--- src/rtl/vga_timing_pkg.sv ---
// ----------------------------------------------------------------------------
// vga_timing_pkg : default 640x480@60 timing constants shared with renderers.
// Rev 1.0
// ----------------------------------------------------------------------------
`default_nettype none

package vga_timing_pkg;

  localparam int CNT_W = 10;

  localparam int DEF_H_ACTIVE = 640;
  localparam int DEF_H_FP     = 16;
  localparam int DEF_H_SYNC   = 96;
  localparam int DEF_H_BP     = 48;
  localparam int DEF_V_ACTIVE = 480;
  localparam int DEF_V_FP     = 10;
  localparam int DEF_V_SYNC   = 2;
  localparam int DEF_V_BP     = 33;

  function automatic int scan_total(input int active, input int fp, input int sync, input int bp);
    return active + fp + sync + bp;
  endfunction

  localparam int DEF_H_TOTAL = scan_total(DEF_H_ACTIVE, DEF_H_FP, DEF_H_SYNC, DEF_H_BP);
  localparam int DEF_V_TOTAL = scan_total(DEF_V_ACTIVE, DEF_V_FP, DEF_V_SYNC, DEF_V_BP);

endpackage

`default_nettype wire

--- src/rtl/vga_scan_gen_if.sv ---
// ----------------------------------------------------------------------------
// vga_scan_gen_if : renderer position/colour bus plus registered pin outputs.
// Rev 1.0
// ----------------------------------------------------------------------------
`default_nettype none

interface vga_scan_gen_if;

  logic [vga_timing_pkg::CNT_W-1:0] row;
  logic [vga_timing_pkg::CNT_W-1:0] col;
  logic                             red;
  logic                             green;
  logic                             blue;
  logic                             vga_r;
  logic                             vga_g;
  logic                             vga_b;
  logic                             hsync;
  logic                             vsync;
  logic                             frame_start;
  logic                             vblank_start;

  modport master (
    output row, col, vga_r, vga_g, vga_b, hsync, vsync, frame_start, vblank_start,
    input  red, green, blue
  );

  modport slave (
    input  row, col, vga_r, vga_g, vga_b, hsync, vsync, frame_start, vblank_start,
    output red, green, blue
  );

endinterface

`default_nettype wire

--- src/rtl/scan_counter.sv ---
// ----------------------------------------------------------------------------
// scan_counter : enabled modulo-MODULO counter with a same-edge wrap flag.
// Rev 1.0
// ----------------------------------------------------------------------------
`default_nettype none

module scan_counter #(
  parameter int MODULO = 800,
  parameter int WIDTH  = 10
) (
  input  wire logic             CLK,
  input  wire logic             RST,
  input  wire logic             en_i,
  output logic [WIDTH-1:0]      cnt_o,
  output logic                  wrap_o
);

  localparam logic [WIDTH-1:0] c_last = WIDTH'(MODULO - 1);

  logic [WIDTH-1:0] cnt_q;
  logic [WIDTH-1:0] cnt_d;

  // wrap_o marks the enabled edge that returns the count to zero
  assign wrap_o = en_i && (cnt_q == c_last);
  assign cnt_o  = cnt_q;

  always_comb begin
    cnt_d = cnt_q;
    if (en_i) begin
      cnt_d = wrap_o ? '0 : cnt_q + WIDTH'(1);
    end
  end

  always_ff @(posedge CLK or negedge RST) begin
    if (!RST) begin
      cnt_q <= '0;
    end else begin
      cnt_q <= cnt_d;
    end
  end

endmodule

`default_nettype wire

--- src/rtl/vga_scan_gen.sv ---
// ----------------------------------------------------------------------------
// vga_scan_gen : VGA raster scan generator with blanked colour, sync, strobes.
// Rev 1.0
// ----------------------------------------------------------------------------
`default_nettype none

module vga_scan_gen
  import vga_timing_pkg::*;
#(
  parameter int H_ACTIVE = DEF_H_ACTIVE,
  parameter int H_FP     = DEF_H_FP,
  parameter int H_SYNC   = DEF_H_SYNC,
  parameter int H_BP     = DEF_H_BP,
  parameter int V_ACTIVE = DEF_V_ACTIVE,
  parameter int V_FP     = DEF_V_FP,
  parameter int V_SYNC   = DEF_V_SYNC,
  parameter int V_BP     = DEF_V_BP
) (
  input  wire logic      CLK,
  input  wire logic      RST,
  input  wire logic      PIX_EN,
  vga_scan_gen_if.master vga
);

  localparam int H_TOTAL = scan_total(H_ACTIVE, H_FP, H_SYNC, H_BP);
  localparam int V_TOTAL = scan_total(V_ACTIVE, V_FP, V_SYNC, V_BP);

  localparam logic [CNT_W-1:0] c_h_act    = CNT_W'(H_ACTIVE);
  localparam logic [CNT_W-1:0] c_hs_begin = CNT_W'(H_ACTIVE + H_FP);
  localparam logic [CNT_W-1:0] c_hs_end   = CNT_W'(H_ACTIVE + H_FP + H_SYNC);
  localparam logic [CNT_W-1:0] c_v_act    = CNT_W'(V_ACTIVE);
  localparam logic [CNT_W-1:0] c_vs_begin = CNT_W'(V_ACTIVE + V_FP);
  localparam logic [CNT_W-1:0] c_vs_end   = CNT_W'(V_ACTIVE + V_FP + V_SYNC);

  logic [CNT_W-1:0] w_hcnt;
  logic [CNT_W-1:0] w_vcnt;
  logic             w_h_wrap;
  logic             w_v_wrap;
  logic             w_active;

  logic [2:0] rgb_q,          rgb_d;
  logic       hsync_q,        hsync_d;
  logic       vsync_q,        vsync_d;
  logic       frame_start_q,  frame_start_d;
  logic       vblank_start_q, vblank_start_d;
  logic       at_origin_q,    at_origin_d;

  scan_counter #(.MODULO(H_TOTAL), .WIDTH(CNT_W)) u_hcnt (
    .CLK    (CLK),
    .RST    (RST),
    .en_i   (PIX_EN),
    .cnt_o  (w_hcnt),
    .wrap_o (w_h_wrap)
  );

  scan_counter #(.MODULO(V_TOTAL), .WIDTH(CNT_W)) u_vcnt (
    .CLK    (CLK),
    .RST    (RST),
    .en_i   (w_h_wrap),
    .cnt_o  (w_vcnt),
    .wrap_o (w_v_wrap)
  );

  assign w_active = (w_hcnt < c_h_act) && (w_vcnt < c_v_act);

  always_comb begin
    rgb_d          = rgb_q;
    hsync_d        = hsync_q;
    vsync_d        = vsync_q;
    frame_start_d  = frame_start_q;
    vblank_start_d = vblank_start_q;
    at_origin_d    = at_origin_q;
    if (PIX_EN) begin
      rgb_d          = {vga.red, vga.green, vga.blue} & {3{w_active}};
      hsync_d        = !((w_hcnt >= c_hs_begin) && (w_hcnt < c_hs_end));
      vsync_d        = !((w_vcnt >= c_vs_begin) && (w_vcnt < c_vs_end));
      // at_origin_q mirrors "counters at (0,0)"; only a full-frame wrap lands there
      frame_start_d  = at_origin_q;
      vblank_start_d = (w_hcnt == '0) && (w_vcnt == c_v_act);
      at_origin_d    = w_v_wrap;
    end
  end

  always_ff @(posedge CLK or negedge RST) begin
    if (!RST) begin
      rgb_q          <= 3'b000;
      hsync_q        <= 1'b1;
      vsync_q        <= 1'b1;
      frame_start_q  <= 1'b0;
      vblank_start_q <= 1'b0;
      at_origin_q    <= 1'b1;
    end else begin
      rgb_q          <= rgb_d;
      hsync_q        <= hsync_d;
      vsync_q        <= vsync_d;
      frame_start_q  <= frame_start_d;
      vblank_start_q <= vblank_start_d;
      at_origin_q    <= at_origin_d;
    end
  end

  assign vga.row          = w_vcnt;
  assign vga.col          = w_hcnt;
  assign vga.vga_r        = rgb_q[2];
  assign vga.vga_g        = rgb_q[1];
  assign vga.vga_b        = rgb_q[0];
  assign vga.hsync        = hsync_q;
  assign vga.vsync        = vsync_q;
  assign vga.frame_start  = frame_start_q;
  assign vga.vblank_start = vblank_start_q;

endmodule

`default_nettype wire

--- src/flat_wrapper.sv ---
// flat-port wrapper written by rule: the top's interface ports become plain ports
module vga_scan_gen_flat import vga_timing_pkg::*;
#(
  parameter int H_ACTIVE = DEF_H_ACTIVE,
  parameter int H_FP     = DEF_H_FP,
  parameter int H_SYNC   = DEF_H_SYNC,
  parameter int H_BP     = DEF_H_BP,
  parameter int V_ACTIVE = DEF_V_ACTIVE,
  parameter int V_FP     = DEF_V_FP,
  parameter int V_SYNC   = DEF_V_SYNC,
  parameter int V_BP     = DEF_V_BP
)
  (CLK, RST, PIX_EN, vga_row, vga_col, vga_vga_r, vga_vga_g, vga_vga_b, vga_hsync, vga_vsync, vga_frame_start, vga_vblank_start, vga_red, vga_green, vga_blue);
  vga_scan_gen_if vga_i ();
  input  wire logic CLK;
  input  wire logic RST;
  input  wire logic PIX_EN;
  output wire logic [$bits(vga_i.row)-1:0] vga_row;
  output wire logic [$bits(vga_i.col)-1:0] vga_col;
  output wire logic [$bits(vga_i.vga_r)-1:0] vga_vga_r;
  output wire logic [$bits(vga_i.vga_g)-1:0] vga_vga_g;
  output wire logic [$bits(vga_i.vga_b)-1:0] vga_vga_b;
  output wire logic [$bits(vga_i.hsync)-1:0] vga_hsync;
  output wire logic [$bits(vga_i.vsync)-1:0] vga_vsync;
  output wire logic [$bits(vga_i.frame_start)-1:0] vga_frame_start;
  output wire logic [$bits(vga_i.vblank_start)-1:0] vga_vblank_start;
  input wire logic [$bits(vga_i.red)-1:0] vga_red;
  input wire logic [$bits(vga_i.green)-1:0] vga_green;
  input wire logic [$bits(vga_i.blue)-1:0] vga_blue;
  assign vga_row = vga_i.row;
  assign vga_col = vga_i.col;
  assign vga_vga_r = vga_i.vga_r;
  assign vga_vga_g = vga_i.vga_g;
  assign vga_vga_b = vga_i.vga_b;
  assign vga_hsync = vga_i.hsync;
  assign vga_vsync = vga_i.vsync;
  assign vga_frame_start = vga_i.frame_start;
  assign vga_vblank_start = vga_i.vblank_start;
  assign vga_i.red = vga_red;
  assign vga_i.green = vga_green;
  assign vga_i.blue = vga_blue;
  vga_scan_gen #(.H_ACTIVE(H_ACTIVE), .H_FP(H_FP), .H_SYNC(H_SYNC), .H_BP(H_BP), .V_ACTIVE(V_ACTIVE), .V_FP(V_FP), .V_SYNC(V_SYNC), .V_BP(V_BP)) u_core (.CLK(CLK), .RST(RST), .PIX_EN(PIX_EN), .vga(vga_i));
endmodule
--- config.mk ---
export PLATFORM = sky130hd
export DESIGN_NAME = vga_scan_gen_flat
export DESIGN_NICKNAME = d
export VERILOG_FILES = /design/src/rtl/vga_timing_pkg.sv /design/src/rtl/vga_scan_gen_if.sv /design/src/rtl/scan_counter.sv /design/src/rtl/vga_scan_gen.sv /design/src/flat_wrapper.sv
export SDC_FILE = /design/constraint.sdc
export NUM_CORES = 1
export LEC_CHECK = 0
export CORE_ASPECT_RATIO = 1.5
export CORE_MARGIN = 2
export CORE_UTILIZATION = 53
export DETAILED_ROUTE_END_ITERATION = 10
export PLACE_DENSITY_LB_ADDON = 0.12
export SLEW_MARGIN = 0
export SYNTH_ARGS = -nofsm -noshare
export SYNTH_HDL_FRONTEND = slang
export SYNTH_SLANG_ARGS = --single-unit
--- constraint.sdc ---
create_clock -name CLK -period 3.45 [get_ports CLK]
set_input_delay 0.345 -clock CLK [delete_from_list [all_inputs] [get_ports CLK]]
set_output_delay 0.345 -clock CLK [all_outputs]
set_load 0.01 [all_outputs]
; ---- After elaboration in Yosys (flattened, before gate mapping)
; Cells that the tools add are included.
[op_classes]
reduce_logical = 9
muxes = 2
order_cmp = 6
n_addsub = 2
eq_ne = 3
bitwise = 1
[op_table]
columns = cell, count
row1 = $add 10x1->10 const B, 2
row2 = $eq 10x10->1 const B, 2
row3 = $lt 10x10->1 const B, 2
row4 = $lt 10x9->1 const B, 2
row5 = $mux 10, 2
row6 = $eq 10x9->1 const B, 1
row7 = $ge 10x10->1 const B, 1
row8 = $ge 10x9->1 const B, 1
row9 = $logic_not 10->1, 1
row10 = $logic_and 1x1->1, 6
row11 = $and 3x3->3, 1
row12 = $logic_not 1->1, 2
[totals]
input_bits = 6
out_inout_bits = 27
regBits = 28
elab_cells = 31

; ---- Longest topological paths before layout
; Gate-level depths: netlist of the first run.
[depth]
ltp_word = 4
ltp_mapped = 6

; ---- By module
; From an unflattened synthesis of the first run, not the netlist that was laid out.
[hier_totals]
hier_cells = 135
area_unflattened_um2 = 1461.4
[modules_own_cells]
columns = module, n_inst, cells_each, area_per_inst_um2
row1 = scan_counter (u_core.u_vcnt), 1, 52, 544.3
row2 = scan_counter (u_core.u_hcnt), 1, 47, 526.8
row3 = vga_scan_gen, 1, 36, 390.4

; ---- Least setup slack after synthesis of the first run
; No wires, ideal clock.
[synth_timing]
kind = flip-flop to flip-flop
from = register u_core.u_hcnt.cnt_q[0] (netlist: u_core.u_hcnt.cnt_o[0])
to = register u_core.u_vcnt.cnt_q[9] (netlist: u_core.u_vcnt.cnt_o[9])
t_arrival_ns = 1.625
required_time_ns = 3.377
slack_ns = 1.752
stages_incl_launch_ff = 7
synth_period_minus_slack_ns = 1.698
path_cell_list = dfrtp_1 > ha_1 > and4_1 > buf_4 > nand3_4 > or4_4 > a21oi_2
[synth_via]
elab_chain_len = 4
[synth_lines]
columns = item, line
row1 = start: declaration, scan_counter.sv:20  ; logic [WIDTH-1:0] cnt_q;
row2 = start signal: assignment, scan_counter.sv:38  ; cnt_q <= cnt_d;
row3 = $eq 10x10->1 (*), scan_counter.sv:24  ; assign wrap_o = en_i && (cnt_q == c_last);
row4 = $logic_and 1x1->1 (*), scan_counter.sv:24
row5 = $logic_and 1x1->1, scan_counter.sv:24
row6 = $mux 10, scan_counter.sv:30  ; cnt_d = wrap_o ? '0 : cnt_q + WIDTH'(1);
row7 = end signal: assignment, scan_counter.sv:38
row8 = end: declaration, scan_counter.sv:20
; Every way passes the cells marked *; elsewhere a longest branch is shown, timed or not.
; A chain may end at the register's enable or synchronous reset.

; ---- Worst setup path in the final report of the first run
[layout_timing]
from = input PIX_EN
to = register u_core.u_vcnt.cnt_q[9] (netlist: u_core.u_vcnt.cnt_o[9])
[layout_via]
elab_chain_len = 3
[layout_lines]
columns = item, line
row1 = start: declaration, flat_wrapper.sv:17  ; input wire logic PIX_EN;
row2 = $logic_and 1x1->1 (*), scan_counter.sv:24
row3 = $logic_and 1x1->1, scan_counter.sv:24
row4 = $mux 10, scan_counter.sv:30
; Marked as above.

==> results.yml, run 1 <==
run_status:
  status: "finished clean"
sta:
  slew_viol_final: 0
  finalSetupTns_ns: 0
  period_minus_slack_ns: 2.01
  tightestPinTransition_ns: 0.435
  relSlewSlack: 0.709
  finalSetupViolCount: 0
  hold_viol_final: 0
  fin_skew_ns: 0.00373
  timing.fmax_mhz: 498
  fin_hold_ws_ns: 0.364
  period_share: 0.583
  rsz0062_at_grt: "no"
cells_and_area:
  area_delta_synth_final_pct: 26.0
  fin_cells: 185
  final_core_util: 0.719
  n_antenna_cell: 0
  drive_above_1_share: 0.0932
  nNetsFinal: 172
clocking:
  cts_resized: 0
  tritoncts: "done"
  clockRootBuffer: "clkbuf_4"
  cts-htree-levels: 1
  cts.reportedPaths.clkPinSlew_ns: 0.14
  cts.sinks: 28
  post_cts_buffers: 0
  cts-buffers-inserted: 3
  clk_latency_ns: 0.33
  cts_buffer_depth: 2
  hold_buffers: 0
die:
  die_h_um: 67.2
  die_x_um: 46.2
  io-pin-count: 33
  dieArea_sq_um: 3100
  num_rows: 22
  start_util: 0.570
  core-area_sq_um: 2480
synth:
  synth_commonest_cells: "dfrtp_1, nor2_1, nand4_1, xnor2_1"
  ys_seq_area_frac: 0.499
  async_reset_ff_frac: 1.00
  synth_fp_nets: 138
  synthTopCellsByArea: "dfrtp_1, dfstp_2, xnor2_1"
  synth.cell_area_sq_um: 1410
  postSynthCellCount: 128
  ys_seq_elements: 28
  yosysMostFrequentCell: "dfrtp_1"
  synth_top_cell_by_area: "dfrtp_1"
  synth_edf_count: 0
  synth_ff_type: "dfrtp_1"
  yosys_warnings: 0
  synth.distinct_cells: 39
  syn_area_per_cell_sq_um: 11.0
  synth_top_area_share: 0.443
drt:
  via_count: 1118
  drcViolationCount: 0
  drt_pre_antenna_iters: 4
  m1WireLength_mm: 1.31
  vias_per_cell: 6.04
  drt-initial-drc-count: 24
  detail_route.wl_per_cell_um: 16.2
  wl_met2_mm: 1.52
  wl_met3_um: 106
  ant_nets: 0
  routed_wl_mm: 2.99
  top_layer_used: "met4"
worst_setup_path:
  critPathRequiredTime_ns: 3.72
  r2r_slack_ns: 1.62
  worstPathArrival_ns: 2.28
  cp_max_fo: 14
  endpoint_kind: "flop"
  r2r_start: "u_core.u_hcnt.cnt_o[1]"
  path_class: "input pin to flop"
  r2r_end: "u_core.u_vcnt.cnt_o[9]"
  cp-start-kind: "input pin"
  r2r_cells: 5
grt:
  grt-ovfl-total: 0
  track_usage: 0.223
  grt_pass1_wl_mm: 5.11
  antenna_found_initial: 0
  grt_max_degree: 29
  grt_pass1_vias: 1106
place:
  port-buffer-count: 32
  post-dp-hpwl_mm: 2.26
  dp.cells: 181
  globalplace.congestion: 0.773
power:
  power_leakage_nw: 0.788
  power_w: 0.000759
  power_density_nw_per_um2: 426
  ir_drop_v: 0.000448
hold_path:
  hp-class: "input pin to async pin"
flow_run:
  drv_cap: 0
[area by class of cell]
class	instances	area, sq um
clock buffers	4	36.3
fillers	203	697
inverters	5	18.8
multi-input cells	91	663
flip-flops and latches	28	704
well taps	24	30.0
repair buffers	33	328
[power breakdown]
group / internal (W) / leakage (nW) / total (W) / switching, W
clock: 0.0000646 / 0.0210 / 0.000159 / 0.0000944
sequential: 0.000360 / 0.359 / 0.000420 / 0.0000598
combinational: 0.000102 / 0.408 / 0.000180 / 0.0000781
total: 0.000527 / 0.788 / 0.000759 / 0.000232
[per-stage QoR]
stage / setup slack, ns / cell area [sq um]
final: 1.44 / 1780
after global routing: 1.33 / 1780
after detailed placement: 1.10 / 1740
after CTS: 1.45 / 1780
after global placement: 1.16 / 1740
after floorplan: 1.75 / 1410
[sequential cells by signal (all words and copies together) (netlist names)]
register,flops
u_core.u_hcnt.cnt_o,10
u_core.u_vcnt.cnt_o,10
u_core.rgb_q,3
u_core.at_origin_q,1
u_core.vga.frame_start,1
u_core.vga.hsync,1
u_core.vga.vblank_start,1
u_core.vga.vsync,1
[worst max-delay path by stage]
stage | start | end | slack, ns | cells past startpoint
floorplan | u_core.u_hcnt.cnt_o[0] | u_core.u_vcnt.cnt_o[9] | 1.75 | 6
global placement | PIX_EN | u_core.u_vcnt.cnt_o[9] | 1.16 | 5
detailed placement | PIX_EN | u_core.u_vcnt.cnt_o[9] | 1.10 | 5
CTS | PIX_EN | u_core.u_vcnt.cnt_o[9] | 1.45 | 5
global route | PIX_EN | u_core.u_vcnt.cnt_o[9] | 1.33 | 5
finish | PIX_EN | u_core.u_vcnt.cnt_o[9] | 1.44 | 5
[cells in the final DEF, fill, tap and decap left out, types with 2 or more instances in the layout]
cell type | Yosys | final
clkdlybuf4s50_1 | 0 | 32
dfrtp_1 | 25 | 25
nor2_1 | 9 | 9
nand4_1 | 7 | 7
xnor2_1 | 7 | 7
and3_1 | 6 | 6
nand2_1 | 6 | 6
nand3_1 | 6 | 6
inv_1 | 5 | 5
a22o_1 | 5 | 5
xor2_1 | 5 | 5
ha_1 | 4 | 4
o21ai_0 | 3 | 3
and4_1 | 3 | 3
nor4b_1 | 3 | 3
clkbuf_4 | 0 | 3
dfstp_2 | 3 | 3
nor3_1 | 2 | 2
o31ai_1 | 2 | 2
nor2b_1 | 2 | 2
nor4_1 | 2 | 2
mux2_2 | 2 | 2
[layer usage]
layer,track usage,vias up
li1,-,533
met1,0.287,543
met2,0.375,35
met3,0.0241,7
met4,0.0821,0
met5,0,-
[cell families (layout without fill, tap and decap cells)]
family / count (synthesis) / in the layout / share of synthesized area
xor+xnor: 12 / 12 / 0.0744
mux: 3 / 3 / 0.0230
buf+inv: 9 / 42 / 0.0319
compound gates: 18 / 18 / 0.0983
simple gates: 54 / 54 / 0.238
fa+ha+maj: 4 / 4 / 0.0354
flops: 28 / 28 / 0.499
[worst max-delay path: stages]
cell and delay, ns:
clkdlybuf4s50_1 0.74, and4_1 0.38, nand3_4 0.16, or4_4 0.50
a21oi_2 0.15
No activity file was read; power rests on OpenSTA's default activity.
==> inputs of run 2 (changes only) <==
--- a/config.mk
+++ b/config.mk
@@ -7,7 +7,7 @@
 export LEC_CHECK = 0
 export CORE_ASPECT_RATIO = 1.5
 export CORE_MARGIN = 2
-export CORE_UTILIZATION = 53
+export CORE_UTILIZATION = 49
 export DETAILED_ROUTE_END_ITERATION = 10
 export PLACE_DENSITY_LB_ADDON = 0.12
 export SLEW_MARGIN = 0
==> constraint.sdc (replaced) <==
create_clock -name CLK -period 2 [get_ports CLK]
set_input_delay 0.2 -clock CLK [delete_from_list [all_inputs] [get_ports CLK]]
set_output_delay 0.2 -clock CLK [all_outputs]
set_load 0.01 [all_outputs]
==> results.yml, run 2 (synthesis gave the netlist of run 1 again) <==
worst_setup_path:
  critPathRequiredTime_ns: 2.20
  r2r_cells: 4
  path_cells: "and4b_2, nand3_4, or4_4, a21oi_2"
  cp_max_fo: 10
  r2r_end: "u_core.u_vcnt.cnt_o[9]"
  endpoint_kind: "flop"
  r2r_start: "u_core.u_hcnt.cnt_o[4]"
  cp-start-kind: "flop"
  crit_path_top_delay_cell: "dfrtp_1"
  cp-startpoint: "u_core.u_hcnt.cnt_o[4]"
  worstPathArrival_ns: 1.95
  endpoint: "u_core.u_vcnt.cnt_o[9]"
  path_class: "flop to flop"
  r2r_slack_ns: 0.25
  slowest_delay_ns: 0.53
cells_and_area:
  layout_commonest_cell: "clkdlybuf4s50_1"
  nNetsFinal: 177
  fillCellCount: 241
  final-seq-area_sq_um: 704
  most-common-layout-cells: "clkdlybuf4s50_1, dfrtp_1, nor2_1"
  drive_above_1_share: 0.120
  n_antenna_cell: 0
  multiInputGateArea_sq_um: 663
  area_delta_synth_final_pct: 31.2
  fin_cells: 203
power:
  power_leakage_nw: 0.822
  seqPwrFrac: 0.505
  switching_power_w: 0.000413
  power_density_nw_per_um2: 758
  p_comb_frac: 0.253
  switching_share: 0.294
  clkPwrFrac: 0.241
  power_w: 0.00140
  internal_power_w: 0.000992
  ir_drop_v: 0.000683
die:
  start_util: 0.522
  core-area_sq_um: 2710
  die_h_um: 69.8
  num_rows: 23
  dieArea_sq_um: 3340
  die_x_um: 47.8
  io-pin-count: 33
grt:
  grt_pass1_wl_mm: 5.32
  antenna_found_initial: 0
  grt-ovfl-total: 0
  grt_pass1_vias: 1159
  track_usage: 0.215
  grt_max_degree: 29
clocking:
  post_cts_buffers: 0
  clk_latency_ns: 0.27
  cts.reportedPaths.clkPinSlew_ns: 0.09
  tritoncts: "done"
  cts_resized: 0
  cts.sinks: 28
  clockRootBuffer: "clkbuf_8"
  cts-htree-levels: 1
  hold_buffers: 0
  cts-buffers-inserted: 3
  cts_buffer_depth: 2
drt:
  drcViolationCount: 0
  drt_pre_antenna_iters: 5
  via_count: 1108
  detail_route.wl_per_cell_um: 14.8
  vias_per_cell: 5.46
  ant_nets: 0
  routed_wl_mm: 3.01
  drt-initial-drc-count: 42
sta:
  relSlewSlack: 0.766
  hold_viol_final: 0
  period_minus_slack_ns: 1.75
  finalSetupViolCount: 0
  timing.fmax_mhz: 572
  period_share: 0.875
  finalSetupTns_ns: 0
  tightestPinTransition_ns: 0.352
  fin_skew_ns: 0.00372
  rsz0062_at_grt: "no"
  fin_hold_ws_ns: 0.304
  slew_viol_final: 0
place:
  port-buffer-count: 32
  globalplace.congestion: 0.847
  post-dp-hpwl_mm: 2.33
  dp.cells: 199
hold_path:
  hp-class: "input pin to async pin"
run_status:
  status: "finished clean"
flow_run:
  drv_cap: 0
==> run 2: cell count changes in the layout (fill, tap and decap cells not counted), sizes merged <==
cell | before | now
buf | 1 | 6
==> run 2: through the flow <==
| stage | instance area [sq um] | utilization | worst slack, ns |
|---|---|---|---|
| 4_1_cts | 1850 | 0.685 | 0.254 |
| 3_3_place_gp | 1800 | 0.665 | 0.161 |
| 3_5_place_dp | 1800 | 0.665 | 0.126 |
| 6_report | 1850 | 0.685 | 0.251 |
| 2_1_floorplan | 1410 | - | 0.302 |
| 5_1_grt | 1850 | 0.685 | 0.153 |
==> run 2: power groups by stage <==
stage / logic (W) / registers (W) / clock network (W)
6_report: 0.000356 / 0.000710 / 0.000339
4_1_cts: 0.000361 / 0.000710 / 0.000352
2_1_floorplan: 0.000186 / 0.000713 / 0
3_5_place_dp: 0.000359 / 0.000721 / 0
3_3_place_gp: 0.000360 / 0.000717 / 0
5_1_grt: 0.000389 / 0.000723 / 0.000375
==> run 2: per-layer routing <==
| metal | vias to the layer above | routed length, um | global-route usage |
|---|---|---|---|
| met5 | - | 0 | 0 |
| met4 | 0 | 45 | 0.0871 |
| met3 | 4 | 90 | 0.0260 |
| met2 | 29 | 1620 | 0.345 |
| met1 | 530 | 1260 | 0.279 |
| li1 | 545 | - | - |
==> run 2: area by class of cell <==
class                           count  share of cell area
Tap cell                           37              0.0250
Inverter                            5              0.0101
Multi-Input combinational cell     91               0.358
Sequential cell                    28               0.380
Timing Repair Buffer               38               0.197
Clock buffer                        4              0.0297
==> run 2: worst min path at each step <==
stage | startpoint | end | slack (ns) | cells after the start
floorplan | RST | u_core.rgb_q[0] | -0.1 | 0
global placement | u_core.vga.vblank_start | u_core.vga.vblank_start | 0.47 | 1
detailed placement | u_core.vga.vblank_start | u_core.vga.vblank_start | 0.49 | 1
CTS | RST | u_core.u_vcnt.cnt_o[4] | 0.31 | 2
global route | RST | u_core.vga.frame_start | 0.33 | 2
finish | RST | u_core.rgb_q[1] | 0.30 | 2
==> run 2: critical path: cells and delay by family (launching register included) <==
| kind | cells | cell delay (ns) |
|---|---|---|
| compound gates | 1 | 0.14 |
| flops | 1 | 0.53 |
| simple gates | 3 | 1.01 |
